### src/rtl/spi_slave_mode.sv
// SPI slave, all four CPOL/CPHA modes, WIDTH-bit words, MSB/LSB-first, pins oversampled in fclk.
// Pin edges act SYNC_STAGES+1 fclk later; TX holding register is valid/ready, RX is valid/ack with sticky overrun/underrun.
module spi_slave_mode #(
  parameter int               WIDTH         = 8,
  parameter logic [WIDTH-1:0] UNDERRUN_FILL = {WIDTH{1'b1}},
  parameter int               SYNC_STAGES   = 2
) (
  input  logic             fclk,
  input  logic             rst_n,
  input  logic             sck,
  input  logic             cs_n,
  input  logic             mosi,
  output logic             miso,
  output logic             miso_oe,
  input  logic             cpol,
  input  logic             cpha,
  input  logic             lsb_first,
  input  logic [WIDTH-1:0] tx_data,
  input  logic             tx_valid,
  output logic             tx_ready,
  output logic [WIDTH-1:0] rx_data,
  output logic             rx_valid,
  input  logic             rx_ack,
  output logic             busy,
  output logic             frame_end,
  output logic             overrun,
  output logic             underrun,
  input  logic             flag_clr
);

  localparam int            CW        = $clog2(WIDTH);
  localparam logic [CW-1:0] BCNT_LAST = CW'(WIDTH - 1);

  typedef enum logic {IDLE = 1'b0, SEL = 1'b1} state_t;

  typedef struct packed {
    logic cpol;
    logic cpha;
    logic lsb;
  } mode_t;

  state_t state, state_nxt;
  mode_t  mode_q, mode_cur;

  logic [SYNC_STAGES-1:0] sck_sync, cs_sync, mosi_sync;
  logic                   sck_d, cs_d;
  logic                   sck_s, cs_s, mosi_s;

  logic             cs_fall, cs_rise, start, stop;
  logic             sck_edge, lead, trail, sample, shift, last, load;
  logic [CW-1:0]    bcnt;
  logic [WIDTH-1:0] tx_sh, rx_sh, hold;
  logic             hold_full, miso_q;
  logic [WIDTH-1:0] load_word, pop_src, pop_rest, rx_word;
  logic             pop_bit, do_pop, tx_wr;

  // Synchronisers; registers clear to 0 so a cs_n already low at reset release never looks like a fall.
  always_ff @(posedge fclk or negedge rst_n) begin
    if (!rst_n) begin
      sck_sync  <= '0;
      cs_sync   <= '0;
      mosi_sync <= '0;
      sck_d     <= 1'b0;
      cs_d      <= 1'b0;
    end else begin
      sck_sync  <= {sck_sync[SYNC_STAGES-2:0], sck};
      cs_sync   <= {cs_sync[SYNC_STAGES-2:0], cs_n};
      mosi_sync <= {mosi_sync[SYNC_STAGES-2:0], mosi};
      sck_d     <= sck_s;
      cs_d      <= cs_s;
    end
  end

  assign sck_s  = sck_sync[SYNC_STAGES-1];
  assign cs_s   = cs_sync[SYNC_STAGES-1];
  assign mosi_s = mosi_sync[SYNC_STAGES-1];

  assign cs_fall  = cs_d & ~cs_s;
  assign cs_rise  = ~cs_d & cs_s;
  assign start    = (state == IDLE) && cs_fall;
  assign stop     = (state == SEL) && cs_rise;
  assign sck_edge = (state == SEL) && !cs_rise && (sck_s ^ sck_d);
  assign lead     = sck_edge && (sck_d == mode_q.cpol);
  assign trail    = sck_edge && (sck_s == mode_q.cpol);
  assign sample   = mode_q.cpha ? trail : lead;
  assign shift    = mode_q.cpha ? lead : trail;
  assign last     = sample && (bcnt == BCNT_LAST);
  assign load     = start || last;
  assign tx_wr    = tx_valid && !hold_full;

  // The load at cs_n fall must already honour the pin mode that is being latched.
  always_comb begin
    mode_cur = mode_q;
    if (start) mode_cur = mode_t'({cpol, cpha, lsb_first});
  end

  always_comb begin
    load_word = hold_full ? hold : UNDERRUN_FILL;
    pop_src   = load ? load_word : tx_sh;
    pop_bit   = mode_cur.lsb ? pop_src[0] : pop_src[WIDTH-1];
    pop_rest  = mode_cur.lsb ? (pop_src >> 1) : (pop_src << 1);
    rx_word   = mode_q.lsb ? {mosi_s, rx_sh[WIDTH-1:1]} : {rx_sh[WIDTH-2:0], mosi_s};
    // CPHA=0 shows bit 0 at load, so the trailing edge right after a word boundary must not advance it.
    if (load) do_pop = !mode_cur.cpha;
    else      do_pop = shift && (mode_q.cpha || (bcnt != '0));
  end

  always_ff @(posedge fclk or negedge rst_n) begin
    if (!rst_n) state <= IDLE;
    else        state <= state_nxt;
  end

  always_comb begin
    state_nxt = state;
    case (state)
      IDLE:    if (cs_fall) state_nxt = SEL;
      SEL:     if (cs_rise) state_nxt = IDLE;
      default: state_nxt = IDLE;
    endcase
  end

  always_comb begin
    busy    = (state == SEL);
    miso_oe = (state == SEL);
  end

  always_ff @(posedge fclk or negedge rst_n) begin
    if (!rst_n) begin
      mode_q <= '0;
      bcnt   <= '0;
      rx_sh  <= '0;
      tx_sh  <= '0;
      miso_q <= 1'b0;
    end else if (stop) begin
      bcnt   <= '0;
      rx_sh  <= '0;
      tx_sh  <= '0;
      miso_q <= 1'b0;
    end else begin
      if (start) mode_q <= mode_cur;
      if (sample) begin
        rx_sh <= rx_word;
        bcnt  <= last ? '0 : bcnt + CW'(1);
      end
      if (do_pop) begin
        miso_q <= pop_bit;
        tx_sh  <= pop_rest;
      end else if (load) begin
        tx_sh  <= load_word;
      end
    end
  end

  always_ff @(posedge fclk or negedge rst_n) begin
    if (!rst_n) begin
      hold      <= '0;
      hold_full <= 1'b0;
    end else if (tx_wr) begin
      hold      <= tx_data;
      hold_full <= 1'b1;
    end else if (load) begin
      hold_full <= 1'b0;
    end
  end

  always_ff @(posedge fclk or negedge rst_n) begin
    if (!rst_n) begin
      rx_data   <= '0;
      rx_valid  <= 1'b0;
      overrun   <= 1'b0;
      underrun  <= 1'b0;
      frame_end <= 1'b0;
    end else begin
      if (last) begin
        rx_data  <= rx_word;
        rx_valid <= 1'b1;
      end else if (rx_ack && rx_valid) begin
        rx_valid <= 1'b0;
      end
      overrun   <= (last && rx_valid && !rx_ack) || (overrun && !flag_clr);
      underrun  <= (load && !hold_full) || (underrun && !flag_clr);
      frame_end <= stop;
    end
  end

  assign miso     = miso_q;
  assign tx_ready = !hold_full;

endmodule

### config.mk
export PLATFORM = sky130hd
export DESIGN_NAME = spi_slave_mode
export DESIGN_NICKNAME = d
export VERILOG_FILES = /design/src/rtl/spi_slave_mode.sv
export SDC_FILE = /design/constraint.sdc
export NUM_CORES = 1
export LEC_CHECK = 0
export ABC_AREA = 1
export CAP_MARGIN = 20
export CORE_MARGIN = 3
export CORE_UTILIZATION = 30
export CTS_CLUSTER_DIAMETER = 100
export DETAILED_ROUTE_END_ITERATION = 16
export SYNTH_ARGS = -nofsm -noshare
export SYNTH_HDL_FRONTEND = slang
export SYNTH_SLANG_ARGS = --single-unit
### constraint.sdc
create_clock -name fclk -period 2 [get_ports fclk]
set_input_delay 0.4 -clock fclk [delete_from_list [all_inputs] [get_ports fclk]]
set_output_delay 0.4 -clock fclk [all_outputs]
set_load 0.02 [all_outputs]
* Word level (Yosys, flattened, before mapping) *
Index checks and enable logic that the tools add are counted.

word-level totals
  flip-flop bits (word level) = 53
  input bits = 19
  output and inout port bits = 16
  word-level logic and storage cells = 86

cells by class
  add/subtract/negate cells = 1
  equal/unequal tests = 3
  mux-type cells = 25
  bitwise operators = 7
  reduce and logical (&&, ||, !) cells = 30

operators with widths
  cell                 count
  $mux 8               8
  $logic_and 1x1->1    15
  $mux 1               12
  $mux 3               3
  $reduce_bool 2->1    4
  $logic_not 1->1      5
  $logic_or 1x1->1     4
  $not 1->1            4
  $add 3x1->3 const B  1
  $eq 3x3->1 const B   1
  $reduce_bool 3->1    1
  $and 1x1->1          2
  $eq 1x1->1           2
  $mux 2               1
  $pmux 1 s2           1
  $reduce_and 2->1     1
  $xor 1x1->1          1

* Logic depth before layout (Yosys ltp) *
  depth in word-level cells = 13
  mapped depth = 13
  depth with buffers taken out = 13

* Least setup slack after synthesis *
No wires, ideal clock.

  kind = register -> register
  start point = register state (netlist: busy)
  end point = register miso_q (netlist: miso)
  library setup time = 113 ps
  arrival = 1,498 ps
  data required time = 1,887 ps
  path slack = 388 ps
  stages on the path, launching flop included = 13
  buffers on the path = 1
  clock period less this slack = 1,612 ps
  cells stage by stage = dfrtp_1 > inv_1 > a21oi_4 > nand3_2 > nand2_1 > nand3_4 > nand2_4 > buf_6 > nand2_1 > nand3_1 > nand3_1 > nand2_1 > inv_1

between the ends
  cells in the longest elaborated chain, start to end = 10
  elaborated cells on any way between the ends = 20
  those cells by class = mux (8); bitwise (1); reduce/logical (11)

ends and longest elaborated chain
  item                                         line    RTL
  start, declared                              42      state_t state, state_nxt;
  start signal, assigned                       110     else state <= state_nxt;
  $logic_and 1x1->1 (2 in series)              82      assign sck_edge = (state == SEL) && !cs_rise && (sck_s ^ sck_d);
  $logic_and 1x1->1, on equally long branches  83, 84
  $mux 1                                       85      assign sample = mode_q.cpha ? trail : lead;
  $logic_and 1x1->1                            87      assign last = sample && (bcnt == BCNT_LAST);
  $logic_or 1x1->1                             88      assign load = start || last;
  $mux 8                                       99      pop_src = load ? load_word : tx_sh;
  $mux 1                                       100     pop_bit = mode_cur.lsb ? pop_src[0] : pop_src[WIDTH-1];
  $mux 1                                       145     if (do_pop) begin
  $mux 1                                       134     end else if (stop) begin
  end signal, assigned                         146     miso_q <= pop_bit;
  end, declared                                53      logic hold_full, miso_q;

Parallel ways exist; a longest one is shown, timed or not. The select of a mux whose other input is x is not followed.
A chain may end at the register's enable or synchronous reset.

* Worst setup path in the final report *
  start point = register hold_full
  end point = output tx_ready

between the ends
  cells in the longest elaborated chain, start to end = 1

ends and longest elaborated chain
  item                    line  RTL
  start, declared         53
  start signal, assigned  157   hold_full <= 1'b0;
  start signal, assigned  160   hold_full <= 1'b1;
  start signal, assigned  162   hold_full <= 1'b0;
  $logic_not 1->1         187   assign tx_ready = !hold_full;
  end, declared           20    output logic tx_ready,

No other way between the ends.

==> results.yml <==
clocking:
  cts_tree: "built"
  cts_buffers: 5
  clock-sinks: 53
  htree_levels: 2
  root_buffer: "clkbuf_8"
  post_cts_buffers: 0
  clock_path_buffers: 2
  clk_pin_slew_ns: 0.09
  ctsResizeCount: 0
  cts_hold_buffers: 0
  insertion_delay_ns: 0.30
hold_path:
  hp-class: "in -> async"
placed_design:
  place_congestion: 0.879
  io_buffer_count: 34
  dp_hpwl_um: 3900
drt:
  drt-pass1-iter-count: 5
  wire_per_inst_um: 11.5
  wirelength_um: 5330
  drc: 0
  vias: 2106
  first_iter_violations: 158
  avgViaCountPerCell: 4.56
  ant_nets: 0
finish:
  multi_input_area_sq_um: 1050
  seq_area_sq_um: 1330
  diodes: 0
  nNetsFinal: 378
  layout-area-overhead-vs-synth_pct: 23.5
  nFillCells: 861
  layout-drive-gt1-share_pct: 10.1
  post-route-util_pct: 38.5
floorplanning:
  core_sq_um: 8300
  die_h_um: 98.9
  die_area_sq_um: 9780
  core.rowCount: 33
  initial_core_util_pct: 31.2
  io_pins: 35
  die_w_um: 98.9
synthesis:
  syn_avg_cell_area_sq_um: 8.17
  seq_area_frac_synth_pct: 51.2
  synth.most_common_cell: "nand2_1"
  syn_area_sq_um: 2590
  async_reset_ff_share_pct: 100
  ys_top_cells_by_count: "99 x nand2_1, 53 x dfrtp_1, 43 x inv_1"
  synthCells: 317
  yosys.area.top_type: "dfrtp_1"
  synth_nets: 339
  ys_seq_elements: 53
  netlist.area_leader.share_pct: 51.2
  synthTopCellsByArea: "dfrtp_1 51%, nand2_1 14%, nand3_1 7.3%, inv_1 6.2%, o21ai_0 4.1%"
  synth_edf_count: 0
  synth_cell_type_count: 25
  synthFlopType: "dfrtp_1"
  synth_warnings: 0
setup_path:
  required_ns: 1.60
  cp.arrival_ns: 1.35
  worstSetupStartpointType: "register"
  path_max_fanout: 2
  worstSetupPathType: "reg -> out"
  rr_worst_depth: 7
  worstSetupEndpointType: "output port"
timing:
  tightest_slew_ns: 0.493
  period_share_pct: 87.5
  fin_tns_setup_ns: 0
  final-max-slew-violation-count: 0
  setup_viol: 0
  slew_headroom_pct: 67.2
  fin_skew_ns: 0.00810
  period_minus_slack_ns: 1.75
  max_freq_mhz: 571
  hold_viol: 0
  rsz0062_at_grt: "false"
global_route:
  grt_max_degree: 35
  grt_usage_pct: 11.6
  grt-ovfl-total: 0
  antenna_found_initial: 0
  grt_pass1_wl_um: 9460
  grt_pass1_vias: 2086
pwr:
  p_per_area_nw_per_um2: 1190
  leakagePower_uw: 0.00157
  ir_drop_mv: 0.571
run:
  drv_cap: 0
status:
  status: "complete, no violations"
==> layout make-up <==
type                            count  area share, %
Inverter                           47           5.52
Clock buffer                        7           2.70
Sequential cell                    53           41.5
Timing Repair Buffer               41           12.5
Tap cell                          105           4.11
Multi-Input combinational cell    208           32.7
Clock inverter                      1          0.939
==> worst paths after layout <==
check | from | endpoint | slack (ns)
max | hold_full | tx_ready | 0.25
max in group asynchronous | rst_n | tx_sh[1] | 1.39
min reg2reg | sck_sync[0] | sck_sync[1] | 0.36
min | rst_n | rx_data[5] | 0.05
min in group fclk | sck_sync[0] | sck_sync[1] | 0.36
max reg2reg | busy | tx_sh[2] | 0.25
==> critical path, stage by stage, from the launching register on <==
cell             delay, ns
dfrtp_1               0.37
inv_1                 0.08
clkdlybuf4s50_1       0.61
==> state kept, by name (all words and copies together) (netlist names) <==
name,flops
bcnt,3
busy,1
cs_d,1
cs_sync,2
frame_end,1
hold,8
hold_full,1
miso,1
mode_q,3
mosi_sync,2
overrun,1
rx_data,8
rx_sh,8
rx_valid,1
sck_d,1
sck_sync,2
tx_sh,8
underrun,1
==> metal layers <==
layer  vias to the layer above  share of wire (%)  track usage [%]
met5                         -                  0                0
met4                         0                1.1             3.47
met3                         5                4.9             2.48
met2                        50                 44             18.3
met1                       972                 50             16.0
li1                       1079                  -                -
==> cell usage in the layout, fill, tap and decap left out, types with 2 or more instances in the layout <==
| master | instances |
|---|---|
| nand2_1 | 99 |
| dfrtp_1 | 53 |
| inv_1 | 43 |
| nand3_1 | 38 |
| clkdlybuf4s50_1 | 33 |
| o21ai_0 | 21 |
| nor2_1 | 15 |
| a21oi_1 | 8 |
| mux2_2 | 8 |
| clkbuf_8 | 6 |
| buf_4 | 6 |
| inv_2 | 3 |
| ha_1 | 3 |
| nand2_2 | 2 |
| nand3_2 | 2 |
| nand3b_1 | 2 |
| o22ai_1 | 2 |
==> power breakdown <==
part           total, uW  leakage [uW]  internal [uW]  switching, uW
registers           1590      0.000662           1400            181
clock network        742     0.0000585            408            334
logic               1490      0.000854            621            866
total               3810       0.00157           2430           1380
==> cells by family (layout without fill, tap and decap cells) <==
family | count (synthesis) | count (layout) | share of synthesized area, %
flops | 53 | 53 | 51.2
simple gates | 162 | 162 | 27.5
compound gates | 35 | 35 | 7.59
fa+ha+maj | 3 | 3 | 1.45
buf+inv | 56 | 96 | 8.80
mux | 8 | 8 | 3.48
==> stage by stage <==
step / worst slack [ns] / power (uW) / hold slack, ns / cell area (sq um) / std cells
global placement: 0.279 / 3060 / 0.335 / 3070 / 454
finish: 0.250 / 3810 / 0.0498 / 3200 / 462
global route: 0.0197 / 4160 / 0.0714 / 3200 / 462
detailed placement: 0.247 / 3090 / 0.337 / 3070 / 454
floorplan: 0.388 / 2630 / 0.104 / 2590 / 317
CTS: 0.228 / 3850 / 0.0590 / 3190 / 462
Power figures use the tool's default switching activity.
